<file path="config.mk">
export PLATFORM = sky130hd
export DESIGN_NAME = router_input_unit_param
export DESIGN_NICKNAME = d
export VERILOG_FILES = /design/src/rtl/router_input_unit_param.sv
export SDC_FILE = /design/constraint.sdc
export NUM_CORES = 1
export LEC_CHECK = 0
export CAP_MARGIN = 5
export CORE_ASPECT_RATIO = 0.6
export CORE_UTILIZATION = 59
export DETAILED_ROUTE_END_ITERATION = 10
export PLACE_DENSITY_LB_ADDON = 0.05
export SETUP_SLACK_MARGIN = 0.2
export SYNTH_ARGS = -nofsm -noshare
export SYNTH_HDL_FRONTEND = slang
export SYNTH_SLANG_ARGS = --single-unit
</file>
<file path="constraint.sdc">
create_clock -name clk -period 12.8 [get_ports clk]
set_input_delay 2.56 -clock clk [delete_from_list [all_inputs] [get_ports clk]]
set_output_delay 2.56 -clock clk [all_outputs]
set_load 0.005 [all_outputs]
</file>
<file path="src/rtl/router_input_unit_param.sv">
// -----------------------------------------------------------------------------
// router_input_unit_param
//
// Per-port input unit for the mesh router. Incoming flits are steered into one
// of NUM_VC first-word-fall-through FIFOs (DEPTH entries each) by the VC field
// in the flit MSBs. The heads of the eligible VCs are arbitrated round-robin
// onto a single crossbar request. The presented head carries its XY route
// decision on out_req and has the hop field it is consuming decremented.
//
// With POLARITY_EN=1 the unit keeps the legacy two-phase behaviour: in each
// cycle, VCs of one parity accept flits while VCs of the other parity drain.
//
// Flit layout (MSB side):
//   vc    = [DATA_W-1 -: VCB]
//   dir_x = [DATA_W-VCB-1]          0 = right, 1 = left
//   dir_y = [DATA_W-VCB-2]          0 = up,    1 = down
//   hop_x = [DATA_W-9 -: HOP_W]
//   hop_y = [DATA_W-9-HOP_W -: HOP_W]
//
// Ports:
//   clk          in   clock, rising edge
//   reset        in   asynchronous active-low reset
//   si           in   upstream flit valid
//   di           in   upstream flit
//   ri           out  per-VC ready to upstream (registered state only)
//   out_valid    out  a head flit is presented to the crossbar
//   out_data     out  presented flit, consumed hop field decremented
//   out_req      out  one-hot destination [0]up [1]down [2]left [3]right [4]NIC
//   out_vc       out  VC of the presented flit
//   out_grant    in   crossbar takes the presented flit this cycle
//   polarity     out  current phase
//   err_overflow out  sticky: a flit arrived for a full or ineligible VC
// -----------------------------------------------------------------------------
module router_input_unit_param #(
  parameter int unsigned  DATA_W      = 64,
  parameter int unsigned  NUM_VC      = 2,
  parameter int unsigned  DEPTH       = 2,
  parameter int unsigned  HOP_W       = 4,
  parameter bit           POLARITY_EN = 1'b1,
  localparam int unsigned VCB         = $clog2(NUM_VC)
) (
  input  logic              clk,
  input  logic              reset,
  input  logic              si,
  input  logic [DATA_W-1:0] di,
  output logic [NUM_VC-1:0] ri,
  output logic              out_valid,
  output logic [DATA_W-1:0] out_data,
  output logic [4:0]        out_req,
  output logic [VCB-1:0]    out_vc,
  input  logic              out_grant,
  output logic              polarity,
  output logic              err_overflow
);

  localparam int unsigned PW     = $clog2(DEPTH);
  localparam int unsigned CW     = PW + 1;
  localparam int unsigned DX_BIT = DATA_W - VCB - 1;
  localparam int unsigned DY_BIT = DATA_W - VCB - 2;
  localparam int unsigned HX_MSB = DATA_W - 9;
  localparam int unsigned HY_MSB = DATA_W - 9 - HOP_W;

  localparam logic [4:0] REQ_UP    = 5'b00001;
  localparam logic [4:0] REQ_DOWN  = 5'b00010;
  localparam logic [4:0] REQ_LEFT  = 5'b00100;
  localparam logic [4:0] REQ_RIGHT = 5'b01000;
  localparam logic [4:0] REQ_NIC   = 5'b10000;

  // ---------------------------------------------------------------------------
  // State
  // ---------------------------------------------------------------------------
  logic [DATA_W-1:0] mem_q    [NUM_VC][DEPTH];
  logic [PW-1:0]     wr_ptr_q [NUM_VC];
  logic [PW-1:0]     wr_ptr_d [NUM_VC];
  logic [PW-1:0]     rd_ptr_q [NUM_VC];
  logic [PW-1:0]     rd_ptr_d [NUM_VC];
  logic [CW-1:0]     count_q  [NUM_VC];
  logic [CW-1:0]     count_d  [NUM_VC];
  logic [VCB-1:0]    rr_ptr_q, rr_ptr_d;
  logic              polarity_q, polarity_d;
  logic              err_q, err_d;

  // ---------------------------------------------------------------------------
  // Per-VC status and phase masks
  // ---------------------------------------------------------------------------
  logic [NUM_VC-1:0] full;
  logic [NUM_VC-1:0] nonempty;
  logic [NUM_VC-1:0] phase_in;
  logic [NUM_VC-1:0] phase_out;
  logic [NUM_VC-1:0] elig;

  always_comb begin
    full      = '0;
    nonempty  = '0;
    phase_in  = '0;
    phase_out = '0;
    for (int v = 0; v < NUM_VC; v++) begin
      full[v]      = (count_q[v] == CW'(DEPTH));
      nonempty[v]  = (count_q[v] != '0);
      // A VC drains in the phase matching its parity and accepts in the other.
      phase_out[v] = !POLARITY_EN || (((v % 2) == 1) == polarity_q);
      phase_in[v]  = !POLARITY_EN || (((v % 2) == 1) != polarity_q);
    end
  end

  assign elig = nonempty & phase_out;

  // Gated by the reset level so upstream sees no credit while reset is held.
  assign ri = reset ? (~full & phase_in) : '0;

  // ---------------------------------------------------------------------------
  // Upstream push
  // ---------------------------------------------------------------------------
  logic [VCB-1:0]    in_vc;
  logic              accept;
  logic              drop;
  logic [NUM_VC-1:0] push_vec;

  assign in_vc  = di[DATA_W-1 -: VCB];
  assign accept = si && ri[in_vc];
  assign drop   = si && !ri[in_vc];

  always_comb begin
    push_vec = '0;
    for (int v = 0; v < NUM_VC; v++) begin
      push_vec[v] = accept && (in_vc == VCB'(v));
    end
  end

  // ---------------------------------------------------------------------------
  // Round-robin arbitration starting at rr_ptr
  // ---------------------------------------------------------------------------
  logic           sel_valid;
  logic [VCB-1:0] sel_vc;
  logic [VCB-1:0] cand;

  always_comb begin
    sel_valid = 1'b0;
    sel_vc    = '0;
    cand      = '0;
    for (int i = 0; i < NUM_VC; i++) begin
      // NUM_VC is a power of two, so the VCB-bit add wraps modulo NUM_VC.
      cand = rr_ptr_q + VCB'(i);
      if (!sel_valid && elig[cand]) begin
        sel_valid = 1'b1;
        sel_vc    = cand;
      end
    end
  end

  logic              pop;
  logic [NUM_VC-1:0] pop_vec;

  assign pop = sel_valid && out_grant;

  always_comb begin
    pop_vec = '0;
    for (int v = 0; v < NUM_VC; v++) begin
      pop_vec[v] = pop && (sel_vc == VCB'(v));
    end
  end

  // ---------------------------------------------------------------------------
  // Route computation on the selected head
  // ---------------------------------------------------------------------------
  logic [DATA_W-1:0] head;
  logic [HOP_W-1:0]  hop_x;
  logic [HOP_W-1:0]  hop_y;

  assign head  = mem_q[sel_vc][rd_ptr_q[sel_vc]];
  assign hop_x = head[HX_MSB -: HOP_W];
  assign hop_y = head[HY_MSB -: HOP_W];

  always_comb begin
    out_valid = sel_valid;
    out_vc    = '0;
    out_req   = '0;
    out_data  = '0;
    if (sel_valid) begin
      out_vc   = sel_vc;
      out_data = head;
      if (hop_x != '0) begin
        out_req                     = head[DX_BIT] ? REQ_LEFT : REQ_RIGHT;
        out_data[HX_MSB -: HOP_W]   = hop_x - HOP_W'(1);
      end else if (hop_y != '0) begin
        out_req                     = head[DY_BIT] ? REQ_DOWN : REQ_UP;
        out_data[HY_MSB -: HOP_W]   = hop_y - HOP_W'(1);
      end else begin
        out_req = REQ_NIC;
      end
    end
  end

  // ---------------------------------------------------------------------------
  // Next state
  // ---------------------------------------------------------------------------
  always_comb begin
    rr_ptr_d   = pop ? sel_vc + VCB'(1) : rr_ptr_q;
    polarity_d = ~polarity_q;
    err_d      = err_q | drop;
    for (int v = 0; v < NUM_VC; v++) begin
      wr_ptr_d[v] = push_vec[v] ? wr_ptr_q[v] + PW'(1) : wr_ptr_q[v];
      rd_ptr_d[v] = pop_vec[v] ? rd_ptr_q[v] + PW'(1) : rd_ptr_q[v];
      case ({push_vec[v], pop_vec[v]})
        2'b10:   count_d[v] = count_q[v] + CW'(1);
        2'b01:   count_d[v] = count_q[v] - CW'(1);
        default: count_d[v] = count_q[v];
      endcase
    end
  end

  always_ff @(posedge clk or negedge reset) begin
    if (!reset) begin
      for (int v = 0; v < NUM_VC; v++) begin
        wr_ptr_q[v] <= '0;
        rd_ptr_q[v] <= '0;
        count_q[v]  <= '0;
      end
      rr_ptr_q   <= '0;
      polarity_q <= 1'b0;
      err_q      <= 1'b0;
    end else begin
      for (int v = 0; v < NUM_VC; v++) begin
        wr_ptr_q[v] <= wr_ptr_d[v];
        rd_ptr_q[v] <= rd_ptr_d[v];
        count_q[v]  <= count_d[v];
      end
      rr_ptr_q   <= rr_ptr_d;
      polarity_q <= polarity_d;
      err_q      <= err_d;
    end
  end

  // Storage needs no reset: entries are only visible through non-zero counts.
  always_ff @(posedge clk) begin
    for (int v = 0; v < NUM_VC; v++) begin
      if (push_vec[v]) begin
        mem_q[v][wr_ptr_q[v]] <= di;
      end
    end
  end

  assign polarity     = polarity_q;
  assign err_overflow = err_q;

endmodule

</file>
==> flow_metrics.py <==
metrics = {
    "global_route": {
        "grt-busiest-layer": "met2",
        "grt_max_degree": 79,
        "grt_pass1_vias": 6055,
        "track_usage_pct": 23.14,
        "antenna_found_initial": 1,
        "grt_use_met3_pct": 4.542,
        "met1_usage_pct": 33.01,
        "overflow": 0,
        "grt_util_met2_pct": 37.35,
        "grt_first_pass_wirelength_um": 32840,
    },
    "finish": {
        "instances_no_fill": 1045,
        "num-nets-final": 867,
        "drive_gt1_share_pct": 6.165,
        "layout_commonest_cell": "edfxtp_1",
        "final_cell_area_um2": 13030,
        "fin_util_pct": 74.63,
        "final_cell_mix": "edfxtp_1, clkdlybuf4s50_1, a211oi_1",
        "antennaDiodeCount": 0,
        "num-fill-cells": 1047,
        "area_growth_pct": 21.31,
    },
    "logic_synthesis": {
        "synth_seq_cells": 266,
        "synthArstFlopShare_pct": 3.759,
        "synth-edff-count": 256,
        "synth.cell_area_um2": 10740,
        "yosys_most_used_dff": "edfxtp_1",
        "synth_cells": 662,
        "yosysWarnings": 0,
        "seq_area_frac_synth_pct": 73.93,
        "ys_types": 41,
        "synth_area_per_cell_um2": 16.22,
        "syn_nets": 734,
    },
    "place": {
        "dp.cells": 1004,
        "io_buffers": 142,
        "gp_congestion": 0.8248,
        "placed_cell_area_um2": 12370,
        "dp_hpwl_um": 11990,
    },
    "timing": {
        "skew_ps": 9.711,
        "period_needed_ps": 6733,
        "max_slew_margin_pct": 38.00,
        "slew_violations": 0,
        "hold_violations": 0,
        "fin_crit_sh_pct": 52.60,
        "rsz0062_at_grt": "false",
        "tns_ps": 0,
        "setup_viol": 0,
        "worst_pin_slew_ps": 927.9,
        "timing.fmax_mhz": 148.5,
    },
    "floorplanning": {
        "die_width_um": 176.2,
        "boundaryPins": 143,
        "die_area_um2": 18760,
        "die_y_um": 106.5,
        "fp-row-count": 37,
        "initial_utilization_pct": 61.52,
        "core-area_um2": 17450,
    },
    "clocking": {
        "clock-sinks": 266,
        "clock_latency_ps": 500,
        "ctsResizeCount": 0,
        "cts.path.max_buffers": 3,
        "clock_tree.root_cell": "clkbuf_16",
        "cts_tree": "done",
        "hold_buffers": 0,
        "clk_pin_slew_ps": 60,
        "numCtsBuffers": 23,
        "htree_levels": 1,
        "cts_setup_buffers": 0,
    },
    "power_and_ir_drop": {
        "pwr-share-seq_pct": 39.0,
        "comb_power_share_pct": 38.6,
        "vdd_drop_max_uv": 134.1,
        "switching_share_pct": 31.26,
        "intPower_w": 0.001891,
        "clkPwrFrac_pct": 22.4,
        "p_switching_w": 0.0008599,
        "power_density_nw_per_um2": 211.2,
        "p_leak_nw": 4.327,
    },
    "routing": {
        "first_iter_violations": 511,
        "ant_nets": 0,
        "drc": 0,
        "viasPerCell": 5.822,
        "wl_um": 20980,
        "first_pass_iters": 5,
        "routedWlPerCell_um": 20.08,
        "vias": 6084,
    },
    "setup_path": {
        "worst_setup_path_start_kind": "input pin",
        "worstSetupEndpointType": "output pin",
        "path_class": "in2out",
        "crit_arrival_ps": 4170,
        "worst_ep_required_time_ps": 10240,
        "crit_path_max_fanout": 12,
    },
    "status": {
        "outcome": "complete, no violations",
    },
    "hold_path": {
        "hp-class": "reg2reg",
    },
    "job": {
        "maxCapViolCount": 0,
    },
}
## through the flow
| stage | total power [W] | hold slack, ps | setup WS [ps] |
|---|---|---|---|
| after CTS | 0.002769 | 456.3 | 6007 |
| final | 0.002751 | 451.9 | 6067 |
| after global routing | 0.002888 | 503.9 | 5935 |
| after detailed placement | 0.002150 | 442.1 | 6008 |
| after global placement | 0.002129 | 437.8 | 6087 |
| after floorplan | 0.001631 | 451.0 | 6695 |
## sequential cells by signal (all words and copies together), names as in the netlist
signal and cells:
wr_ptr_q 2, mem_q 256, err_overflow 1, rd_ptr_q 2, polarity 1, count_q 4
## kinds of logic after synthesis
logic type	synth area share (%)
xor gates and xnor gates	0.8974
and+or+nand+nor	5.780
buffers and inverters	2.144
adders and majority gates	0.4662
muxes	7.132
AOI/OAI and AO/OA	9.649
DFF	73.93
## metal layers
layer  vias up  wire length (um)
met5         -                17
met4         2               379
met3        30              1338
met2       174             10080
met1      3007              9170
li1       2871                 -
## power by group through the flow
| stage | sequential, W | combinational (W) | clock, W |
|---|---|---|---|
| floorplan | 0.00103 | 0.000597 | 0 |
| global placement | 0.00109 | 0.00104 | 0 |
| detailed placement | 0.00109 | 0.00106 | 0 |
| CTS | 0.00107 | 0.00107 | 0.000626 |
| global route | 0.00108 | 0.00115 | 0.000660 |
| finish | 0.00107 | 0.00106 | 0.000615 |
## path summary, 6_finish.rpt
check,depth (start not counted),endpoint,start,slack (ps)
setup reg to reg,5,mem_q[1][108]$_DFFE_PP_,count_q[0]$_DFFE_PN0P_,9920
hold / removal,1,err_overflow$_DFF_PN0_,err_overflow$_DFF_PN0_,450
hold reg to reg,1,err_overflow$_DFF_PN0_,err_overflow$_DFF_PN0_,450
max in group asynchronous,1,rd_ptr_q[1]$_DFFE_PN0P_,reset,10010
setup / recovery,4,ri[0],reset,6070
min in group asynchronous,1,err_overflow$_DFF_PN0_,reset,2410
## synthesized netlist by cell type, types with 2 or more instances
library cell	count	share of area (%)
a211o_1	3	0.24
a211oi_1	112	7.8
a21o_1	3	0.21
a21oi_1	12	0.56
and3_1	5	0.29
buf_1	7	0.24
buf_2	11	0.51
buf_4	2	0.14
clkbuf_1	22	0.77
dfrtp_1	10	2.3
edfxtp_1	256	72
ha_1	4	0.47
inv_1	9	0.31
mux2_2	4	0.42
mux2i_1	72	6.7
nand2_1	12	0.42
nor2_1	18	0.63
nor2b_1	57	3.3
nor3_1	8	0.37
nor4_1	2	0.12
o21ai_0	2	0.093
or3_1	3	0.17
xnor2_1	9	0.73
xor2_1	2	0.16
## final cells by class
type / count / area (um2) / area share, %
inverters: 10 / 40.04 / 0.3074
clock inverters: 5 / 23.77 / 0.1825
well taps: 234 / 292.8 / 2.248
repair buffers: 151 / 1489 / 11.43
clock buffers: 36 / 634.4 / 4.870
flip-flops and latches: 266 / 7945 / 61.00
multi-input cells: 343 / 2600 / 19.96
## worst max-delay path: stages
cell             delay [ps]
clkdlybuf4s50_1         790
o211ai_1                200
inv_1                   110
clkdlybuf4s50_1         510
Power figures use the tool's default switching activity.
